[config.mk]
export PLATFORM = sky130hd
export DESIGN_NAME = uart_tx
export DESIGN_NICKNAME = d
export VERILOG_FILES = /design/src/rtl/uart_tx_pkg.sv /design/src/rtl/uart_baud_gen.sv /design/src/rtl/uart_tx.sv
export SDC_FILE = /design/constraint.sdc
export NUM_CORES = 1
export LEC_CHECK = 0
export ABC_AREA = 1
export CAP_MARGIN = 15
export CORE_MARGIN = 5
export CORE_UTILIZATION = 35
export CTS_CLUSTER_SIZE = 14
export DETAILED_ROUTE_END_ITERATION = 10
export PLACE_DENSITY = 0.62
export SLEW_MARGIN = 20
export SYNTH_ARGS = -nofsm -noshare
export SYNTH_HDL_FRONTEND = slang
export SYNTH_SLANG_ARGS = --single-unit
export TNS_END_PERCENT = 50
[constraint.sdc]
create_clock -name clk -period 1.87 [get_ports clk]
set_input_delay 0.2805 -clock clk [delete_from_list [all_inputs] [get_ports clk]]
set_output_delay 0.2805 -clock clk [all_outputs]
set_load 0.02 [all_outputs]
[src/rtl/uart_tx_pkg.sv]
// Shared UART frame definitions used by both the transmitter and the receiver,
// so both ends of a link agree on the line format.
package uart_pack;

    typedef enum logic [2:0] {
        IDLE,
        START,
        DATA,
        PARITY,
        STOP
    } uart_tx_state_t;

    // Default frame format: 16 clocks per bit, 8N1.
    localparam int UART_CLKS_PER_BIT = 16;
    localparam int UART_DATA_BITS    = 8;
    localparam int UART_PARITY_EN    = 0;
    localparam int UART_PARITY_ODD   = 0;
    localparam int UART_STOP_BITS    = 1;

    localparam logic UART_LINE_IDLE   = 1'b1;
    localparam logic UART_START_LEVEL = 1'b0;
    localparam logic UART_STOP_LEVEL  = 1'b1;

endpackage

[src/rtl/uart_baud_gen.sv]
// Free-running bit-time counter. A restart realigns it to a new frame, and tick
// pulses once per bit at TICK_AT: bit end for the transmitter, mid-bit for the receiver.
module uart_baud_gen #(
    parameter int CLKS_PER_BIT = 16,
    parameter int TICK_AT      = CLKS_PER_BIT - 1
) (
    input  logic clk,
    input  logic rst,
    input  logic restart,
    output logic tick
);

    localparam int CW = $clog2(CLKS_PER_BIT);
    localparam logic [CW-1:0] CNT_LAST = CW'(CLKS_PER_BIT - 1);
    localparam logic [CW-1:0] CNT_TICK = CW'(TICK_AT);

    logic [CW-1:0] cnt_reg;

    always_ff @(posedge clk or posedge rst) begin
        if (rst) begin
            cnt_reg <= '0;
        end else if (restart || (cnt_reg == CNT_LAST)) begin
            cnt_reg <= '0;
        end else begin
            cnt_reg <= cnt_reg + 1'b1;
        end
    end

    assign tick = (cnt_reg == CNT_TICK);

endmodule

[src/rtl/uart_tx.sv]
// UART transmitter: takes one byte per valid/ready handshake and serialises it
// as start bit, LSB-first data, optional parity and stop bit(s) on a registered line.
module uart_tx
    import uart_pack::*;
#(
    parameter int CLKS_PER_BIT = UART_CLKS_PER_BIT,
    parameter int DATA_BITS    = UART_DATA_BITS,
    parameter int PARITY_EN    = UART_PARITY_EN,
    parameter int PARITY_ODD   = UART_PARITY_ODD,
    parameter int STOP_BITS    = UART_STOP_BITS
) (
    input  logic                 clk,
    input  logic                 rst,
    input  logic [DATA_BITS-1:0] data_in,
    input  logic                 data_valid,
    output logic                 data_ready,
    output logic                 out,
    output logic                 busy
);

    localparam int BCW = $clog2(DATA_BITS);
    localparam logic [BCW-1:0] LAST_DATA = BCW'(DATA_BITS - 1);
    localparam logic [BCW-1:0] LAST_STOP = BCW'(STOP_BITS - 1);

    uart_tx_state_t       state_reg, state_next;
    logic [BCW-1:0]       bit_cnt_reg;
    logic [DATA_BITS-1:0] shift_reg;
    logic                 parity_reg;
    logic                 out_reg, out_next;
    logic                 transfer;
    logic                 tick;
    logic [DATA_BITS:0]   par_chain;

    assign transfer = data_valid && (state_reg == IDLE);

    // The counter restarts on the accepting edge, so every bit is a full CLKS_PER_BIT.
    uart_baud_gen #(
        .CLKS_PER_BIT (CLKS_PER_BIT)
    ) u_baud (
        .clk     (clk),
        .rst     (rst),
        .restart (transfer),
        .tick    (tick)
    );

    assign par_chain[0] = (PARITY_ODD != 0);
    generate
        for (genvar gi = 0; gi < DATA_BITS; gi++) begin : g_parity
            assign par_chain[gi+1] = par_chain[gi] ^ data_in[gi];
        end
    endgenerate

    always_ff @(posedge clk or posedge rst) begin
        if (rst) begin
            state_reg <= IDLE;
        end else begin
            state_reg <= state_next;
        end
    end

    always_comb begin
        state_next = state_reg;
        case (state_reg)
            IDLE: begin
                if (transfer) state_next = START;
            end
            START: begin
                if (tick) state_next = DATA;
            end
            DATA: begin
                if (tick && (bit_cnt_reg == LAST_DATA)) begin
                    state_next = (PARITY_EN != 0) ? PARITY : STOP;
                end
            end
            PARITY: begin
                if (tick) state_next = STOP;
            end
            STOP: begin
                if (tick && (bit_cnt_reg == LAST_STOP)) state_next = IDLE;
            end
            default: state_next = IDLE;
        endcase
    end

    always_comb begin
        out_next   = UART_LINE_IDLE;
        busy       = 1'b1;
        data_ready = 1'b0;
        case (state_reg)
            IDLE: begin
                busy       = 1'b0;
                data_ready = 1'b1;
            end
            START:   out_next = UART_START_LEVEL;
            DATA:    out_next = shift_reg[0];
            PARITY:  out_next = parity_reg;
            STOP:    out_next = UART_STOP_LEVEL;
            default: out_next = UART_LINE_IDLE;
        endcase
    end

    // Bit counter serves both data and stop phases; it clears on every state change.
    always_ff @(posedge clk or posedge rst) begin
        if (rst) begin
            bit_cnt_reg <= '0;
            shift_reg   <= '0;
            parity_reg  <= 1'b0;
            out_reg     <= UART_LINE_IDLE;
        end else begin
            out_reg <= out_next;
            if (transfer) begin
                shift_reg  <= data_in;
                parity_reg <= par_chain[DATA_BITS];
            end else if ((state_reg == DATA) && tick) begin
                shift_reg <= shift_reg >> 1;
            end
            if (state_next != state_reg) begin
                bit_cnt_reg <= '0;
            end else if (tick && ((state_reg == DATA) || (state_reg == STOP))) begin
                bit_cnt_reg <= bit_cnt_reg + 1'b1;
            end
        end
    end

    assign out = out_reg;

endmodule

==> metrics.log <==
[metrics] xor and xnor area share after synthesis: 0.0144
[metrics] total of fill cells in the finished design: 379
[metrics] nets@finish: 198
[metrics] global placer's final weighted congestion: 0.897
[metrics] GRT Residual Overflow: 0
[metrics] status: complete, no violations
[metrics] worst setup path category: flip-flop to output port
[metrics] Buffers & Inverters on Critical Path: 1
[metrics] Seq/Total Area, Yosys: 0.413
[metrics] combined area of all synthesized cells: 0.00122 mm²
[metrics] internal power contribution: 545 µW
[metrics] DRT antenna net count: 0
[metrics] yosys warns: 0
[metrics] endpoint of the worst-slack reg-to-reg timing path: bit_cnt_reg[0]
[metrics] PortBufs: 13
[metrics] area of the core region: 0.00336 mm²
[metrics] setup repair after global routing missed its margin: false
[metrics] area growth from synthesis to layout: 17.2%
[metrics] DRT Pass-1 Iters: 4
[metrics] power share of the clock group: 0.294
[metrics] largest family of logic cells by synthesized area: simple AND/OR/NAND/NOR gates
[metrics] Avg WL per Cell: 10.6 µm
[metrics] hpwl dp: 1.93 mm
[metrics] wire length of the first global-routing pass: 4.37 mm
[metrics] CTS H-tree lvls: 1
[metrics] worst min-delay path class: input port to asynchronous set/reset pin
[metrics] clock tree root buffer cell: sky130_fd_sc_hd__clkbuf_4
[metrics] ANT cells: 0
[metrics] WP data arrival: 1.41 ns
[metrics] CP Data Required Time: 1.59 ns
[metrics] clock buffer count from CTS: 3
[metrics] number of global-route vias before repair: 1072
[metrics] clock-pin slew on the worst setup and hold paths: 0.11 ns
[metrics] worst clock skew: 0.00644 ns
[metrics] cell chain of the critical path: clkdlybuf4s50_1
[metrics] overall die area: 0.00475 mm²
[metrics] clock latency of the later-clocked register in the worst-skew pair: 0.29 ns
[metrics] portion of total power attributed to sequential cells: 0.619
[metrics] post-synthesis instance total: 166
[metrics] max reg flops: 8
[metrics] Crit. End Element: output port
[metrics] final setup TNS: 0 ns
[metrics] Critical Path Start Type: flip-flop
[metrics] reported leakage power: 0.751 nW
[metrics] min cycle time layout: 1.69 ns
[metrics] async set-reset flop share out of synthesis: 1.00
[metrics] Adder-Cell Fraction of Synth Area: 0.0412
[metrics] final max-slew violation count: 0
[metrics] Gate power share: 0.086
[metrics] total number of placement rows: 21
[metrics] Starting DRT DRC Count: 96
[metrics] Slew Limit Headroom: 0.828
[metrics] post-synth cell types: 29
[metrics] Design Power: 698 µW
[metrics] final hold slack: 0.303 ns
[metrics] switching power of the nets: 153 µW
[metrics] maximum clock frequency: 593 MHz
[metrics] # hold bufs at CTS: 0
[metrics] maximum resistive drop on vdd: 0.167 mV
[metrics] pin count of the biggest net entering global routing: 21
[metrics] post-synthesis share of cell area spent on and, or, nand and nor gates: 0.377
[metrics] P per Cell Area: 490 mW/mm²
[metrics] Die H: 68.9 µm
[metrics] post-route clock period utilization: 0.902
[metrics] prevailing post-synth register cell: sky130_fd_sc_hd__dfrtp_1
[metrics] FF-to-FF path depth: 8
[metrics] largest fanout on the critical path: 1
[metrics] Avg Vias per Cell: 4.68
[metrics] R2R Setup Slk: 0.27 ns
[metrics] antenna violations before repair: 0
[metrics] launch instance of the worst register-to-register path: bit_cnt_reg[0]
[metrics] launch point of the critical path: out
[metrics] post-synthesis compound-gate area fraction: 0.0648
[metrics] Max-Cap Viols: 0
[metrics] total wire length: 2.41 mm
[metrics] global routing usage summed across all routing layers: 0.120
[metrics] Worst Max-Slew Pin Slew: 0.257 ns
[metrics] logic depth of the worst setup path including buffers: 1
[metrics] final hold violation count: 0
[metrics] Final setup violation count: 0
[metrics] cell class contributing the biggest share of worst-path delay: buffers and inverters
[metrics] number of top-level pins: 14
[metrics] slowest cell delay on critical path: 0.59 ns
[metrics] average cell area after synthesis: 7.33 µm²
[metrics] Worst path slowest cell: sky130_fd_sc_hd__clkdlybuf4s50_1
[metrics] CTS tree: built
[metrics] share of layout cells above drive strength 1: 0.104
[metrics] number of flops mapped to enable cells by yosys: 0
[metrics] mux share of post-synthesis cell area: 0
[metrics] number of vias after detailed routing: 1066
[metrics] critical path capture point: out
[metrics] switching fraction of total power: 0.219
[metrics] Syn Nets: 181
[metrics] clock buffer depth: 2
[metrics] horizontal die dimension: 68.9 µm
[metrics] DRC violation count after routing: 0
[metrics] TritonCTS sink count: 20
[metrics] Initial Util: 0.362
[metrics] total of flip-flops plus latches after synthesis: 20
## area by class of cell
| cell class | count | area, µm² | area share |
|---|---|---|---|
| Multi-Input combinational cell | 120 | 609 | 0.428 |
| Timing Repair Buffer | 15 | 143 | 0.100 |
| Sequential cell | 20 | 503 | 0.353 |
| Inverter | 23 | 86.3 | 0.0606 |
| Tap cell | 46 | 57.6 | 0.0404 |
| Clock buffer | 4 | 26.3 | 0.0184 |
## cell usage after synthesis, types with 2 or more instances
library cell,n,area [µm²]
sky130_fd_sc_hd__a31oi_1,6,37.5
sky130_fd_sc_hd__dfrtp_1,19,475
sky130_fd_sc_hd__ha_1,4,50.1
sky130_fd_sc_hd__inv_1,20,75.1
sky130_fd_sc_hd__inv_2,3,11.3
sky130_fd_sc_hd__nand2_1,56,210
sky130_fd_sc_hd__nand2_2,2,12.5
sky130_fd_sc_hd__nand3_1,14,70.1
sky130_fd_sc_hd__nand4_1,4,25.0
sky130_fd_sc_hd__nor2_1,15,56.3
sky130_fd_sc_hd__nor3_1,3,15.0
sky130_fd_sc_hd__o21ai_0,3,15.0
## placed cells by master, fill, tap and decap left out, drive strengths merged
cell type	n
a31oi	6
o21bai	1
xnor2	1
inv	23
dlygate4sd2	2
clkbuf	4
dfstp	1
o21ai	5
nor2	17
or2	2
nand2	59
clkdlybuf4s50	11
nand4	4
xor2	1
a21oi	1
nor3	3
dfrtp	19
nand3	16
buf	2
ha	4
## metal layers
layer | GRT usage | part of all wire
met5 | 0 | 0
met2 | 0.210 | 0.48
met4 | 0.0511 | 0.014
met1 | 0.147 | 0.46
met3 | 0.0162 | 0.044
## how the worst min path moves through the flow
stage                       from  depth (start not counted)                 to  slack, ns
2_1_floorplan                rst                          1     bit_cnt_reg[0]       0.24
3_3_place_gp   u_baud.cnt_reg[0]                          1  u_baud.cnt_reg[0]       0.44
3_5_place_dp   u_baud.cnt_reg[0]                          1  u_baud.cnt_reg[0]       0.45
4_1_cts                      rst                          3       shift_reg[2]       0.30
5_1_grt                      rst                          3       shift_reg[3]       0.33
6_report                     rst                          3  u_baud.cnt_reg[1]       0.30
## through the flow
stage / worst slack, ns / area [µm²] / util / instances
finish: 0.183 / 1430 / 0.424 / 228
global route: 0.0859 / 1430 / 0.424 / 228
CTS: 0.163 / 1430 / 0.424 / 228
detailed placement: 0.183 / 1400 / 0.415 / 224
global placement: 0.239 / 1400 / 0.415 / 224
floorplan: 0.463 / 1220 / - / 166
## kinds of logic after synthesis
kind of cell,after synthesis
simple gates,101
buf+inv,26
flops,20
compound gates,13
fa+ha+maj,4
xor+xnor,2
## what timing repair did
action,in CTS,in global routing
endpoints found under the setup margin,2,0
resized for setup,4,0
setup buffers,0,0
## power groups by stage
stage | Clock, mW | Combinational (mW) | Sequential [mW]
after detailed placement | 0 | 0.0617 | 0.441
after floorplan | 0 | 0.0279 | 0.441
after global routing | 0.240 | 0.0686 | 0.433
after CTS | 0.219 | 0.0619 | 0.432
final | 0.205 | 0.0601 | 0.432
after global placement | 0 | 0.0590 | 0.441
(Power assumes the default switching activity.)
